[config.mk]
export PLATFORM = sky130hd
export DESIGN_NAME = alu_mem_sequencer
export DESIGN_NICKNAME = d
export VERILOG_FILES = /design/src/rtl/alu_mem_sequencer.sv
export SDC_FILE = /design/constraint.sdc
export NUM_CORES = 1
export LEC_CHECK = 0
export ABC_CLOCK_PERIOD_IN_PS = 1600
export CORE_MARGIN = 2
export CORE_UTILIZATION = 39
export DETAILED_ROUTE_END_ITERATION = 7
export PLACE_DENSITY = 0.84
export SETUP_SLACK_MARGIN = 0.02
export SYNTH_ARGS = -nofsm -noshare
export SYNTH_HDL_FRONTEND = slang
export SYNTH_SLANG_ARGS = --single-unit
[constraint.sdc]
create_clock -name clk -period 1.6 [get_ports clk]
set_input_delay 0.32 -clock clk [delete_from_list [all_inputs] [get_ports clk]]
set_output_delay 0.32 -clock clk [all_outputs]
set_load 0.05 [all_outputs]
[src/rtl/alu_mem_sequencer.sv]
// One-command-at-a-time controller for the register-file / ALU / RAM datapath.
// Latches a command, walks FETCH -> WAIT -> EXEC -> DONE, and counts completions.
module alu_mem_sequencer #(
  parameter int MEM_LAT = 1,
  parameter int CNT_W   = 16
) (
  input  logic             clk,
  input  logic             Reset,
  input  logic             start,
  input  logic [2:0]       cmd_alu_op,
  input  logic [5:0]       cmd_mem_addr,
  input  logic [4:0]       cmd_src,
  input  logic [4:0]       cmd_dst,
  input  logic             cmd_store,
  input  logic             ZF_in,
  input  logic             OF_in,
  output logic [4:0]       R_Addr_A,
  output logic [4:0]       W_Addr,
  output logic             Write_Reg,
  output logic [2:0]       ALU_OP,
  output logic [5:0]       Mem_Addr,
  output logic             Mem_Write,
  output logic             busy,
  output logic             done,
  output logic             ZF_q,
  output logic             OF_q,
  output logic [CNT_W-1:0] op_count
);

  typedef enum logic [2:0] {
    S_IDLE,
    S_FETCH,
    S_WAIT,
    S_EXEC,
    S_DONE
  } state_t;

  state_t           r_state;
  state_t           w_state_next;
  logic [1:0]       r_wait_cnt;
  logic [1:0]       w_wait_cnt_next;
  logic [4:0]       r_src;
  logic [4:0]       r_dst;
  logic [2:0]       r_op;
  logic [5:0]       r_addr;
  logic             r_store;
  logic             r_zf;
  logic             r_of;
  logic [CNT_W-1:0] r_count;
  logic             w_latch;

  assign w_latch = (r_state == S_IDLE) && start;

  always_comb begin
    w_state_next    = r_state;
    w_wait_cnt_next = r_wait_cnt;
    case (r_state)
      S_IDLE:  if (start) w_state_next = S_FETCH;
      S_FETCH: begin
        if (MEM_LAT == 1) begin
          w_state_next = S_EXEC;
        end else begin
          w_wait_cnt_next = 2'(MEM_LAT - 2);
          w_state_next    = S_WAIT;
        end
      end
      S_WAIT: begin
        if (r_wait_cnt == 2'd0) w_state_next = S_EXEC;
        else                    w_wait_cnt_next = r_wait_cnt - 2'd1;
      end
      S_EXEC:  w_state_next = S_DONE;
      S_DONE:  w_state_next = S_IDLE;
      default: w_state_next = S_IDLE;
    endcase
  end

  always_ff @(posedge clk) begin
    if (Reset) begin
      r_state    <= S_IDLE;
      r_wait_cnt <= 2'd0;
      r_src      <= '0;
      r_dst      <= '0;
      r_op       <= '0;
      r_addr     <= '0;
      r_store    <= 1'b0;
      r_zf       <= 1'b0;
      r_of       <= 1'b0;
      r_count    <= '0;
    end else begin
      r_state    <= w_state_next;
      r_wait_cnt <= w_wait_cnt_next;
      if (w_latch) begin
        r_src   <= cmd_src;
        r_dst   <= cmd_dst;
        r_op    <= cmd_alu_op;
        r_addr  <= cmd_mem_addr;
        r_store <= cmd_store;
      end
      if (r_state == S_EXEC) begin
        r_zf <= ZF_in;
        r_of <= OF_in;
      end
      if (r_state == S_DONE) r_count <= r_count + 1'b1;
    end
  end

  // Write strobes are masked by Reset so a reset landing on EXEC commits nothing.
  assign Write_Reg = (r_state == S_EXEC) && !Reset;
  assign Mem_Write = (r_state == S_EXEC) && r_store && !Reset;
  assign busy      = (r_state != S_IDLE);
  assign done      = (r_state == S_DONE);
  assign R_Addr_A  = r_src;
  assign W_Addr    = r_dst;
  assign ALU_OP    = r_op;
  assign Mem_Addr  = r_addr;
  assign ZF_q      = r_zf;
  assign OF_q      = r_of;
  assign op_count  = r_count;

endmodule

Word-level counts from Yosys, hierarchy flattened:

Index checks and enable logic that the tools add are counted.
Widths: inputs -> output; s select.

* bits in registers: 43
* output and inout bits: 41
* logic and storage cells: 32
* input port bits: 25

* bitwise gates (word level): 1
* reduce and logical (&&, ||, !) cells: 10
* add/subtract/negate cells: 2
* muxes and demuxes: 3
* equality and inequality tests: 6

Operator list (number)
* $add 16x1->16 const B: 1
* $pmux 3 s4: 1
* $eq 3x2->1 const B: 2
* $mux 3: 2
* $logic_and 1x1->1: 4
* $ne 2x2->1 const B: 2
* $reduce_and 2->1: 2
* $eq 3x1->1 const B: 1
* $eq 3x3->1 const B: 1
* $logic_not 3->1: 1
* $reduce_bool 3->1: 1
* $logic_not 2->1: 1
* $sub 2x1->2 const B: 1
* $logic_not 1->1: 1
* $not 1->1: 1

Logic depth before layout (Yosys ltp):

Gate-level depths: netlist of run 1.

* word-level depth: 3
* gate-level depth with buffers: 6
* mapped depth without buffers: 5

Least setup slack after synthesis of run 1:

OpenSTA, ideal clock, no wires.

* kind: reg2out
* start: reg r_state[1]
* end: out Mem_Write
* data arrival time: 2.140 ns
* buffers on the path: 1
* slack: -0.860 ns
* stages on the path, launching flop included: 5
* data required time: 1.280 ns
* path through: dfxtp_1 buf_6 nand2_1 nor3_1 and2_1

* cells in the longest elaborated chain, start to end: 3

RTL lines
* start: declaration: RTL line 38 `state_t r_state;`
* start signal: assignment: RTL line 90 `r_state <= w_state_next;`
* $eq 3x2->1: RTL line 109 `assign Mem_Write = (r_state == S_EXEC) && r_store && !Reset;`
* $logic_and 1x1->1 (2 in a row): RTL line 109
* end: declaration: RTL line 22 `output logic Mem_Write,`

Every way passes these cells.

Worst setup path in the final report of run 1:

* start: reg r_state[1]
* end: out done

* cells in the longest elaborated chain, start to end: 1

RTL lines
* $eq 3x3->1: RTL line 111 `assign done = (r_state == S_DONE);`
* end: declaration: RTL line 24 `output logic done,`

Every way passes these cells.

==> flow_summary.json, run 1 <==
{
  "status": "finished with violations",
  "violations": "negative setup slack",
  "wirelength_um": 4430,
  "min_delay_worst_endpoint": "op_count[12]$_SDFFE_PP0P_",
  "end_kind": "output port",
  "leakage_uw": 0.00115,
  "worstHoldPathCells": 3,
  "core_sq_mm": 0.00438,
  "grt_pass1_wl_um": 6990,
  "overflow": 0,
  "syn_area_sq_mm": 0.00180,
  "ys.warnings.count": 0,
  "fp.dieH_um": 71.9,
  "ys_ff_latch": 43,
  "crit_start": "r_state[1]$_SDFFE_PP0P_",
  "min_from": "Reset",
  "stdcell_count": 342,
  "vias_per_cell": 4.82,
  "max_cap_violations": 0,
  "antenna_cells": 0,
  "vdd_ir_drop_max_uv": 535,
  "place_area_sq_mm": 0.00257,
  "h-tree-depth": 2,
  "r2r-end": "op_count[6]$_SDFFE_PP0P_",
  "cts-root-buf": "clkbuf_8",
  "post-route-period-util_pct": 101,
  "cp-start-kind": "flop",
  "critical_path_arrival_ns": 1.29,
  "ioPinCount": 66,
  "grtUsageTotal_pct": 17.2,
  "rows": 24,
  "dr.pass1.iters": 4,
  "floorplan.initialDensity_pct": 41.0,
  "seq_area_frac_synth_pct": 47.9,
  "most-common-layout-cells": "buf_4, nand2_1, dfxtp_1",
  "antenna_found_initial": 0,
  "syn_inst": 209,
  "avgRoutedWirePerCell_um": 12.9,
  "dieArea_sq_mm": 0.00517,
  "clock-sinks": 43,
  "drc": 0,
  "relSlewSlack_pct": 77.9,
  "fin_nets": 316,
  "vias": 1648,
  "hp-class": "in2reg",
  "clkLatencyLatePin_ns": 0.29,
  "r2r_slack_ns": 0.01,
  "port_buffers": 65,
  "slew_violations": 0,
  "reg2regPathDepth": 4,
  "final_common_cell": "buf_4",
  "gp_routability_congestion": 0.767,
  "required_ns": 1.28,
  "crit_type": "reg2out",
  "path_max_fanout": 3,
  "power_density_mw_per_mm2": 1020,
  "setup_viol": 2,
  "clockBufferDepth": 2,
  "synth_area_per_cell_sq_um": 8.60,
  "final_area_sq_mm": 0.00285,
  "fillCellCount": 360,
  "dp_hpwl_um": 2930,
  "cts_tree": "yes",
  "clkTransAtPathRegs_ns": 0.08,
  "hold_viol_final": 0,
  "grt_pass1_vias": 1524,
  "r2r_start": "r_state[1]$_SDFFE_PP0P_",
  "fin_crit_ns": 1.61,
  "dp_cells": 324,
  "syn_to_final_growth_pct": 58.2,
  "grt_start_max_net_pins": 34,
  "clock_skew_ns": 0.00769,
  "synthDistinctLibCells": 35,
  "syn_nets": 236,
  "dr.first_iter.drc_count": 61,
  "max_freq_mhz": 620,
  "drtAntennaViolNets": 0,
  "cts_made_buffers": 5,
  "die_x_um": 71.9,
  "worst_pin_slew_ns": 0.332,
  "worst_slack_ns": -0.0138,
  "rsz0062_at_grt": "true",
  "drive_gt1_share_pct": 37.2
}
## power by group
part	switching, uW	internal, uW
Sequential	43.8	1140
Clock	367	442
Combinational	529	390
## state kept, by name (all words and copies together) (netlist names)
name	count
ALU_OP	3
Mem_Addr	6
OF_q	1
R_Addr_A	5
W_Addr	5
ZF_q	1
op_count	16
r_state	3
r_store	1
r_wait_cnt	2
## layout make-up
cell class	instances	area, sq um	share of cell area [%]
Sequential cell	43	900	31.6
Inverter	8	30.0	1.06
Timing Repair Buffer	86	845	29.7
Tap cell	52	65.1	2.29
Clock buffer	7	108	3.78
Clock inverter	1	5.00	0.176
Multi-Input combinational cell	145	893	31.4
## worst max-delay path by stage
stage                                     end  slack, ns  cells past startpoint
CTS                                      busy      -0.03                      5
global route                             done      -0.08                      4
finish                                   done      -0.01                      4
global placement    op_count[13]$_SDFFE_PP0P_       0.07                      4
floorplan                           Mem_Write      -0.19                      4
detailed placement  op_count[13]$_SDFFE_PP0P_       0.03                      4
## per-layer routing
| metal | vias up | wire length, um | global-route usage, % |
|---|---|---|---|
| met4 | 0 | 103 | 8.39 |
| met2 | 40 | 2240 | 28.9 |
| met1 | 755 | 1890 | 21.3 |
| met5 | - | 0 | 0 |
| li1 | 845 | - | - |
| met3 | 8 | 187 | 2.92 |
## synthesized netlist by cell type, drive strengths merged
master / n / area share [%]
nand2: 46 / 9.6
dfxtp: 43 / 48
a21oi: 22 / 6.1
nor2: 22 / 4.6
xnor2: 10 / 4.9
inv: 8 / 1.7
buf: 7 / 3.5
nor3: 7 / 1.9
clkbuf: 6 / 1.3
nand3: 5 / 2.2
nor4: 5 / 2.6
mux2: 3 / 2.1
mux2i: 3 / 1.7
nand4: 3 / 1.0
and2: 2 / 0.70
and2b: 2 / 0.90
ha: 2 / 1.4
xor2: 2 / 0.97
a211oi: 1 / 0.42
a31oi: 1 / 0.35
a41o: 1 / 0.56
nand4b: 1 / 0.49
nand4bb: 1 / 0.63
nor2b: 1 / 0.35
nor3b: 1 / 0.70
nor4b: 1 / 0.49
o21ai: 1 / 0.28
or2: 1 / 0.35
or3: 1 / 0.42
## per-stage QoR
| stage | hold WS (ns) | TNS [ns] | setup slack, ns | util, % | total power (uW) |
|---|---|---|---|---|---|
| final | 0.446 | -0.0168 | -0.0138 | 64.9 | 2910 |
| after global routing | 0.470 | -0.294 | -0.0833 | 64.9 | 3040 |
| after CTS | 0.436 | -0.0974 | -0.0276 | 63.6 | 2910 |
| after detailed placement | 0.448 | 0 | 0.0339 | 58.6 | 1990 |
| after global placement | 0.443 | 0 | 0.0712 | 58.6 | 1980 |
| after floorplan | 0.432 | -0.191 | -0.191 | - | 1720 |
## kinds of logic after synthesis
| kind of cell | after synthesis | share of synthesized area, % |
|---|---|---|
| and+or+nand+nor | 99 | 27.0 |
| buffers and inverters | 21 | 6.40 |
| adders and majority gates | 2 | 1.39 |
| xor gates and xnor gates | 12 | 5.85 |
| AOI/OAI and AO/OA | 26 | 7.72 |
| DFF | 43 | 47.9 |
| muxes | 6 | 3.76 |
## critical path, cell delays in order, from the launching register on
cell and delay, ns:
dfxtp_2 0.34, buf_6 0.13, buf_6 0.11, nor3b_4 0.25
buf_12 0.17
## timing repair
| item | CTS | global route |
|---|---|---|
| setup buffers | 9 | 1 |
| pin swaps | 3 | 3 |
| endpoints found under the setup margin | 7 | 12 |
| endpoints found under the hold margin | 0 | 0 |
| hold buffers | 0 | 0 |
| gates resized for setup | 9 | 11 |
No activity file was read; power rests on OpenSTA's default activity.
==> inputs of run 2 (changes only) <==
--- a/config.mk
+++ b/config.mk
@@ -5,12 +5,13 @@
 export SDC_FILE = /design/constraint.sdc
 export NUM_CORES = 1
 export LEC_CHECK = 0
+export ABC_AREA = 1
 export ABC_CLOCK_PERIOD_IN_PS = 1600
 export CORE_MARGIN = 2
 export CORE_UTILIZATION = 39
 export DETAILED_ROUTE_END_ITERATION = 7
 export PLACE_DENSITY = 0.84
-export SETUP_SLACK_MARGIN = 0.02
+export SETUP_SLACK_MARGIN = 0.05
 export SYNTH_ARGS = -nofsm -noshare
 export SYNTH_HDL_FRONTEND = slang
 export SYNTH_SLANG_ARGS = --single-unit
==> flow_summary.json, run 2 <==
{
  "fillCellCount": 396,
  "dieArea_sq_mm": 0.00533,
  "grt_pass1_wl_um": 7340,
  "clkTransAtPathRegs_ns": 0.08,
  "gp_routability_congestion": 0.791,
  "vdd_ir_drop_max_uv": 540,
  "clock-sinks": 43,
  "synth-edff-count": 0,
  "syn_to_final_growth_pct": 55.0,
  "hp-class": "reg2reg",
  "syn_inst": 253,
  "slew_violations": 0,
  "core_sq_mm": 0.00466,
  "hold_viol_final": 0,
  "antenna_cells": 0,
  "yosys.area.top_type": "dfxtp_1",
  "yosysTopAreaCellShare_pct": 46.4,
  "dr.pass1.iters": 4,
  "dominantRegCellSynth": "dfxtp_1",
  "ys_ff_latch": 43,
  "grtUsageTotal_pct": 17.6,
  "largest_register_ffs": 16,
  "rows": 25,
  "cts_made_buffers": 5,
  "most-common-layout-cells": "inv_1, dfxtp_1, buf_4",
  "power_density_mw_per_mm2": 867,
  "syn_area_sq_mm": 0.00186,
  "final_common_cell": "inv_1",
  "vias_per_cell": 4.75,
  "synthArstFlopShare_pct": 0,
  "die_x_um": 73,
  "synth_area_per_cell_sq_um": 7.34,
  "final_area_sq_mm": 0.00288,
  "crit_type": "reg2out",
  "whs_ns": 0.445,
  "floorplan.initialDensity_pct": 39.8,
  "setup_viol": 0,
  "clockBufferDepth": 2,
  "stdcell_count": 383,
  "grt_pass1_vias": 1639,
  "clkLatencyLatePin_ns": 0.29,
  "fin_nets": 355,
  "fp.dieH_um": 73,
  "synthDistinctLibCells": 25,
  "postLayoutCoreUtil_pct": 61.7,
  "drtAntennaViolNets": 0,
  "total_power_uw": 2490,
  "ys.warnings.count": 0,
  "antenna_found_initial": 0,
  "place_area_sq_mm": 0.00272,
  "status": "completed",
  "ys_top_cells_by_count": "inv_1, dfxtp_1, nor2_1, nand2_1, a21oi_1",
  "cts-root-buf": "clkbuf_8",
  "cts_hold_buf": 0,
  "worst_pin_slew_ns": 0.303,
  "fin_crit_ns": 1.55,
  "drc": 0,
  "synth_area_leaders": "dfxtp_1, inv_1, a21oi_1",
  "cts_tree": "yes",
  "port_buffers": 65,
  "post-route-period-util_pct": 97.0,
  "required_ns": 1.28,
  "cp-start-kind": "flop",
  "end_kind": "output port",
  "h-tree-depth": 2,
  "seq_area_frac_synth_pct": 46.4,
  "path_max_fanout": 3,
  "syn_nets": 280,
  "drive_gt1_share_pct": 24.9,
  "critical_path_arrival_ns": 1.23,
  "rsz0062_at_grt": "true",
  "clock_skew_ns": 0.00518,
  "overflow": 0,
  "max_freq_mhz": 644,
  "dp_cells": 369,
  "leakage_uw": 0.00122,
  "yosysMostFrequentCell": "inv_1",
  "avgRoutedWirePerCell_um": 11.2,
  "ioPinCount": 66,
  "wirelength_um": 4270,
  "dr.first_iter.drc_count": 71,
  "vias": 1820,
  "dp_hpwl_um": 3060,
  "relSlewSlack_pct": 79.8,
  "max_cap_violations": 0,
  "grt_start_max_net_pins": 39
}
[run 2: logic make-up after synthesis]
| kind of cell | after synthesis | share of synthesized area (%) |
|---|---|---|
| simple gates | 92 | 23.3 |
| fa+ha+maj | 2 | 1.35 |
| buf+inv | 54 | 11.7 |
| flops | 43 | 46.4 |
| xor+xnor | 2 | 0.944 |
| compound gates | 60 | 16.3 |
[run 2: what timing repair did]
| action | in CTS | in global routing |
|---|---|---|
| gates resized for setup | 11 | 2 |
| endpoints found under the setup margin | 2 | 4 |
| setup buffers | 5 | 1 |
| pin swaps | 3 | 1 |
[run 2: power by group]
group          total [uW]  internal, uW  switching [uW]
Sequential           1180          1140            39.8
Clock                 664           307             357
Combinational         650           242             408
Total                2490          1690             805
[run 2: area by class of cell]
cell class	count	area, sq um	share of cell area [%]
flip-flops and latches	43	871	30.3
inverters	46	178	6.17
clock buffers	7	76.3	2.65
repair buffers	76	871	30.3
well taps	54	67.6	2.35
clock inverters	1	5.00	0.174
multi-input cells	156	810	28.1
[run 2: worst max-delay path, cell delays in order (launching register included)]
cell	delay, ns
dfxtp_4	0.36
buf_4	0.15
nor2_2	0.16
nand2_2	0.11
buf_12	0.16
[run 2: through the flow]
| step | worst slack (ns) | setup TNS (ns) |
|---|---|---|
| after global placement | 0.0356 | 0 |
| after detailed placement | 0.0191 | 0 |
| after floorplan | -0.0626 | -0.0626 |
| after global routing | -0.00902 | -0.00902 |
| after CTS | 0.00432 | 0 |
| final | 0.0481 | 0 |
[run 2: worst paths after layout]
path	from	end	slack [ns]	cells past startpoint
hold reg to reg	Mem_Addr[2]$_SDFFE_PP0P_	Mem_Addr[2]$_SDFFE_PP0P_	0.44	2
setup / recovery	r_state[0]$_SDFFE_PP0P_	busy	0.05	4
hold / removal	Mem_Addr[2]$_SDFFE_PP0P_	Mem_Addr[2]$_SDFFE_PP0P_	0.44	2
setup reg to reg	r_state[0]$_SDFFE_PP0P_	op_count[9]$_SDFFE_PP0P_	0.20	8
[run 2: routing by layer]
| metal | wire [um] | vias up | track usage (%) | share of wire [%] |
|---|---|---|---|---|
| met3 | 209 | 5 | 5.25 | 4.9 |
| met4 | 57 | 0 | 6.17 | 1.3 |
| met2 | 2240 | 44 | 29.9 | 52 |
| li1 | - | 954 | - | - |
| met1 | 1760 | 817 | 21.0 | 41 |
| met5 | 0 | - | 0 | 0 |
